$ cat src/rtl/stream_minmax_tracker.sv
// Per-frame min/max/count reduction over a valid/ready sample stream.
// Ports: i_clk, i_rst (sync, active-high); input stream i_in_valid,
//   o_in_ready, i_in_data, i_in_last; result stream o_out_valid,
//   i_out_ready, o_out_min, o_out_max, o_out_count.
// Build option: define MINMAX_SIGNED_EN for two's-complement comparisons.
module stream_minmax_tracker #(
    parameter int WIDTH     = 8,
    parameter int CNT_WIDTH = 16
) (
    input  logic                 i_clk,
    input  logic                 i_rst,
    input  logic                 i_in_valid,
    output logic                 o_in_ready,
    input  logic [WIDTH-1:0]     i_in_data,
    input  logic                 i_in_last,
    output logic                 o_out_valid,
    input  logic                 i_out_ready,
    output logic [WIDTH-1:0]     o_out_min,
    output logic [WIDTH-1:0]     o_out_max,
    output logic [CNT_WIDTH-1:0] o_out_count
);

    typedef enum logic [1:0] {
        S_IDLE,
        S_ACCUM,
        S_HOLD
    } state_t;

    localparam logic [CNT_WIDTH-1:0] CNT_ONE = {{(CNT_WIDTH-1){1'b0}}, 1'b1};

    state_t               r_state;
    state_t               w_state_nxt;
    logic [WIDTH-1:0]     r_min;
    logic [WIDTH-1:0]     r_max;
    logic [CNT_WIDTH-1:0] r_cnt;
    logic [WIDTH-1:0]     w_min_nxt;
    logic [WIDTH-1:0]     w_max_nxt;
    logic [CNT_WIDTH-1:0] w_cnt_nxt;
    logic                 w_in_xfer;
    logic                 w_out_xfer;
    logic                 w_lt;
    logic                 w_gt;
    logic                 w_first;

`ifdef MINMAX_SIGNED_EN
    assign w_lt = $signed(i_in_data) < $signed(r_min);
    assign w_gt = $signed(i_in_data) > $signed(r_max);
`else
    assign w_lt = i_in_data < r_min;
    assign w_gt = i_in_data > r_max;
`endif

    // Gated by reset so the source never sees ready while we clear.
    assign o_in_ready  = !i_rst && (r_state != S_HOLD);
    assign o_out_valid = (r_state == S_HOLD);
    assign w_in_xfer   = i_in_valid && o_in_ready;
    assign w_out_xfer  = o_out_valid && i_out_ready;
    assign w_first     = (r_state == S_IDLE);

    // The first sample of a frame overrides whatever the accumulators hold.
    assign w_min_nxt = (w_first || w_lt) ? i_in_data : r_min;
    assign w_max_nxt = (w_first || w_gt) ? i_in_data : r_max;
    assign w_cnt_nxt = w_first  ? CNT_ONE :
                       (&r_cnt) ? r_cnt   :
                                  r_cnt + CNT_ONE;

    always_ff @(posedge i_clk) begin
        if (i_rst) begin
            r_state <= S_IDLE;
        end else begin
            r_state <= w_state_nxt;
        end
    end

    always_comb begin
        w_state_nxt = r_state;
        unique case (r_state)
            S_IDLE: begin
                if (w_in_xfer) begin
                    w_state_nxt = i_in_last ? S_HOLD : S_ACCUM;
                end
            end
            S_ACCUM: begin
                if (w_in_xfer && i_in_last) begin
                    w_state_nxt = S_HOLD;
                end
            end
            S_HOLD: begin
                if (w_out_xfer) begin
                    w_state_nxt = S_IDLE;
                end
            end
            default: w_state_nxt = S_IDLE;
        endcase
    end

    always_ff @(posedge i_clk) begin
        if (i_rst) begin
            r_min       <= '0;
            r_max       <= '0;
            r_cnt       <= '0;
            o_out_min   <= '0;
            o_out_max   <= '0;
            o_out_count <= '0;
        end else if (w_in_xfer) begin
            r_min <= w_min_nxt;
            r_max <= w_max_nxt;
            r_cnt <= w_cnt_nxt;
            // Result includes the last sample itself.
            if (i_in_last) begin
                o_out_min   <= w_min_nxt;
                o_out_max   <= w_max_nxt;
                o_out_count <= w_cnt_nxt;
            end
        end
    end

endmodule

$ cat config.mk
export PLATFORM = sky130hd
export DESIGN_NAME = stream_minmax_tracker
export DESIGN_NICKNAME = d
export VERILOG_FILES = /design/src/rtl/stream_minmax_tracker.sv
export SDC_FILE = /design/constraint.sdc
export NUM_CORES = 1
export LEC_CHECK = 0
export CAP_MARGIN = 15
export CORE_MARGIN = 4
export CORE_UTILIZATION = 49
export CTS_CLUSTER_DIAMETER = 40
export CTS_CLUSTER_SIZE = 30
export DETAILED_ROUTE_END_ITERATION = 8
export GPL_TIMING_DRIVEN = 0
export PLACE_DENSITY = 0.76
export REMOVE_ABC_BUFFERS = 1
export SKIP_LAST_GASP = 1
export SLEW_MARGIN = 20
export SYNTH_ARGS = -nofsm -noshare
export SYNTH_HDL_FRONTEND = slang
export SYNTH_SLANG_ARGS = --single-unit
$ cat constraint.sdc
create_clock -name i_clk -period 1.95 [get_ports i_clk]
set_input_delay 0.195 -clock i_clk [delete_from_list [all_inputs] [get_ports i_clk]]
set_output_delay 0.195 -clock i_clk [all_outputs]
set_load 0.05 [all_outputs]
==> impl_metrics.csv <==
group,metric,value,unit
status,status,"complete, but fails checks",
status,violations,"negative setup slack",
clock_network,tritoncts,"done",
synthesis,synthDistinctLibCells,52,
die,core_area,6390,sq um
routing,first_iter_violations,418,
global_routing,track_usage,23.1,%
min_path,holdPathEnd,"r_min[0]",
critical_path,cp_cell_sequence,"inv_1 > ha_1 > nand4_1 > nor2_2 > a21oi_2 > or3_4 > buf_12 > buf_6 > a32o_1",
critical_path,cp-end-kind,"register",
critical_path,reg2reg_depth,9,
sta,min_period_over_period,114,%
critical_path,ff2ff_setup_slack,-0.28,ns
global_routing,antenna_found_initial,0,
critical_path,criticalPathCategory,"reg -> reg",
finish,design_area,4540,sq um
critical_path,crit_buf_inv,3,
die,start_util,50.9,%
global_routing,overflow,0,
sta,min_period,2.23,ns
critical_path,startpoint_type,"register",
critical_path,regToRegStartpoint,"r_max[2]",
finish,layout-drive-gt1-share,26.4,%
finish,finalNonFillerCells,516,
die,die_height,89.4,um
finish,syn2layout_area_growth,39.8,%
routing,vias,3252,
sta,hold_viol,0,
min_path,hp-class,"in -> reg",
die,core.rowCount,29,
synthesis,async_flop_share,0,%
synthesis,syn_area_per_cell,9.00,sq um
min_path,hold_depth,2,
synthesis,synth.cell_area,3250,sq um
clock_network,cts.sink_count,66,
power_and_ir_drop,ir_drop,532,uV
clock_network,cts_max_level,3,
clock_network,cts_made_buffers,9,
global_routing,grt_max_degree,36,
critical_path,worstPathArrival,2.47,ns
critical_path,r2r-end,"r_max[3]",
placement,hpwlAfterDp,4.95,mm
sta,finalWorstSetupSlack,-0.278,ns
sta,maxSlewHeadroom,40.7,%
placement,placed_cell_area,3720,sq um
die,die_w,89.4,um
clock_network,path_clk_slew,0.07,ns
placement,portBuffers,46,
synthesis,synth_seq_cells,66,
sta,max_slew.worst_pin.slew,0.886,ns
synthesis,synthFlopType,"dfxtp_1",
sta,rsz0062_at_grt,"yes",
routing,routed_via_density,6.30,
finish,antenna_cells,0,
critical_path,cp.required,2.19,ns
global_routing,grt_pass1_wl,14.1,mm
power_and_ir_drop,leakage,0.00173,uW
critical_path,path_max_fanout,5,
routing,ant_nets,0,
clock_network,cts_root_buffer,"clkbuf_8",
sta,setup_violations,32,
synthesis,ys_seq_area_share,40.7,%
routing,drt-total-wl,9.98,mm
sta,final.setup_skew,0.0122,ns
critical_path,critPathMaxStageDelay,0.43,ns
critical_path,slowest_stage,"or3_4",
sta,drv_slew,0,
routing,wire_per_inst,19.3,um
placement,place_congestion,0.871,
die,die_area,8000,sq um
placement,place_inst,466,
job,maxCapViolations,0,
routing,drc_errors,0,
die,io-pin-count,47,
clock_network,cts_buffer_depth,2,
routing,first_pass_iters,6,
synthesis,syn_inst,361,
clock_network,clock_latency,0.35,ns
power_and_ir_drop,cellPowerDensity,690,nW/um^2
min_path,min-delay-start,"i_in_data[0]",
synthesis,synth_edf_count,0,
finish,nets,464,
power_and_ir_drop,finalPower,3130,uW
synthesis,yosys_warnings,0,
global_routing,grt_pass1_vias,2810,
critical_path,crit_family,"simple AND/OR/NAND/NOR gates",
sta,max_freq,449,MHz
## placed cells by master (no fill, tap or decap), drive strengths merged, types with 4 or more instances in the layout
cell type and count:
xnor2 6, nand2 28, ha 16, nand4 5, and3 5, clkdlybuf4s50 35, nor3 4, a22o 6
buf 34, a32o 17, xor2 4, nor2 33, o21ai 27, nand3 10, o31ai 4, clkbuf 13
inv 21, dlygate4sd2 8, mux2i 17, a211oi 20, dfxtp 66, a21oi 21
## sequential cells by signal, summed over array words and instances, names as in the netlist
signal / count
r_cnt: 16
o_out_count: 16
o_out_min: 8
o_out_max: 8
r_state: 2
r_max: 8
r_min: 8
## report_power, final
group | switching [uW] | internal [uW]
clock network | 507 | 523
logic | 374 | 286
registers | 42.1 | 1400
## how the worst max path moves through the flow
stage / startpoint / endpoint / slack, ns / depth (start not counted)
3_5_place_dp: i_in_valid / o_out_count[0] / -1.37 / 6
6_report: r_max[2] / r_max[3] / -0.28 / 9
3_3_place_gp: i_rst / o_out_count[0] / -2.82 / 6
5_1_grt: r_max[2] / o_out_max[2] / -0.32 / 9
4_1_cts: r_max[1] / r_max[3] / -0.1 / 10
2_1_floorplan: r_state[0] / o_out_count[0] / -1.19 / 7
## logic make-up (layout without fill, tap and decap cells)
family | after synthesis | count (layout) | synth area share [%]
muxes | 18 | 18 | 5.59
adders and majority gates | 16 | 16 | 6.16
xor gates and xnor gates | 10 | 10 | 2.70
AOI/OAI and AO/OA | 110 | 110 | 23.7
and+or+nand+nor | 102 | 104 | 16.0
buffers and inverters | 39 | 115 | 5.16
DFF | 66 | 66 | 40.7
## worst register-to-register path: stages, from the launching register on
cell	delay, ns
dfxtp_2	0.36
inv_1	0.06
ha_1	0.31
nand4_1	0.19
nor2_2	0.21
a21oi_2	0.06
or3_4	0.43
buf_12	0.16
buf_6	0.11
a32o_1	0.23
## what timing repair did
action,4_1_cts,5_1_grt
endpoints found under the setup margin,62,54
pin swaps,29,12
hold buffers,0,0
gates cloned,2,0
setup buffers,22,11
gates resized for setup,52,39
## cell usage after synthesis (6+ instances only)
cell type,count,area (sq um)
dfxtp_1,66,1320
nor2_1,31,116
nand2_1,28,105
o21ai_0,26,130
inv_1,21,78.8
a21oi_1,20,100
a211oi_1,19,143
a32o_1,17,170
mux2i_1,17,170
ha_1,16,200
nand3_1,10,50.1
clkbuf_1,8,30.0
a22o_1,6,52.6
xnor2_1,6,52.6
## routing by layer
| metal | global-route usage (%) | wire (um) | up-vias | part of all wire [%] |
|---|---|---|---|---|
| li1 | - | - | 1471 | - |
| met1 | 31.0 | 4040 | 1556 | 40 |
| met2 | 36.5 | 4770 | 189 | 48 |
| met3 | 4.33 | 793 | 36 | 7.9 |
| met4 | 9.20 | 379 | 0 | 3.8 |
| met5 | 0 | 0 | - | 0 |
## cell type report
type                            count  area, sq um
Tap cell                           77         96.3
Timing Repair Buffer               79          796
Clock buffer                       13          159
Sequential cell                    66         1340
Multi-Input combinational cell    258         2060
Fill cell                         437         1840
Clock inverter                      2         12.5
Inverter                           21         78.8
## metrics by stage
step	utilization [%]	worst slack [ns]	TNS, ns	hold slack, ns
6_report	71.1	-0.278	-4.99	0.380
3_5_place_dp	58.3	-1.37	-46.83	0.447
4_1_cts	67.0	-0.0982	-0.805	0.365
5_1_grt	71.1	-0.323	-7.05	0.390
3_3_place_gp	58.2	-2.82	-107.04	0.435
2_1_floorplan	-	-1.19	-29.84	0.260
Note: power is estimated with default switching activity, not from simulation.
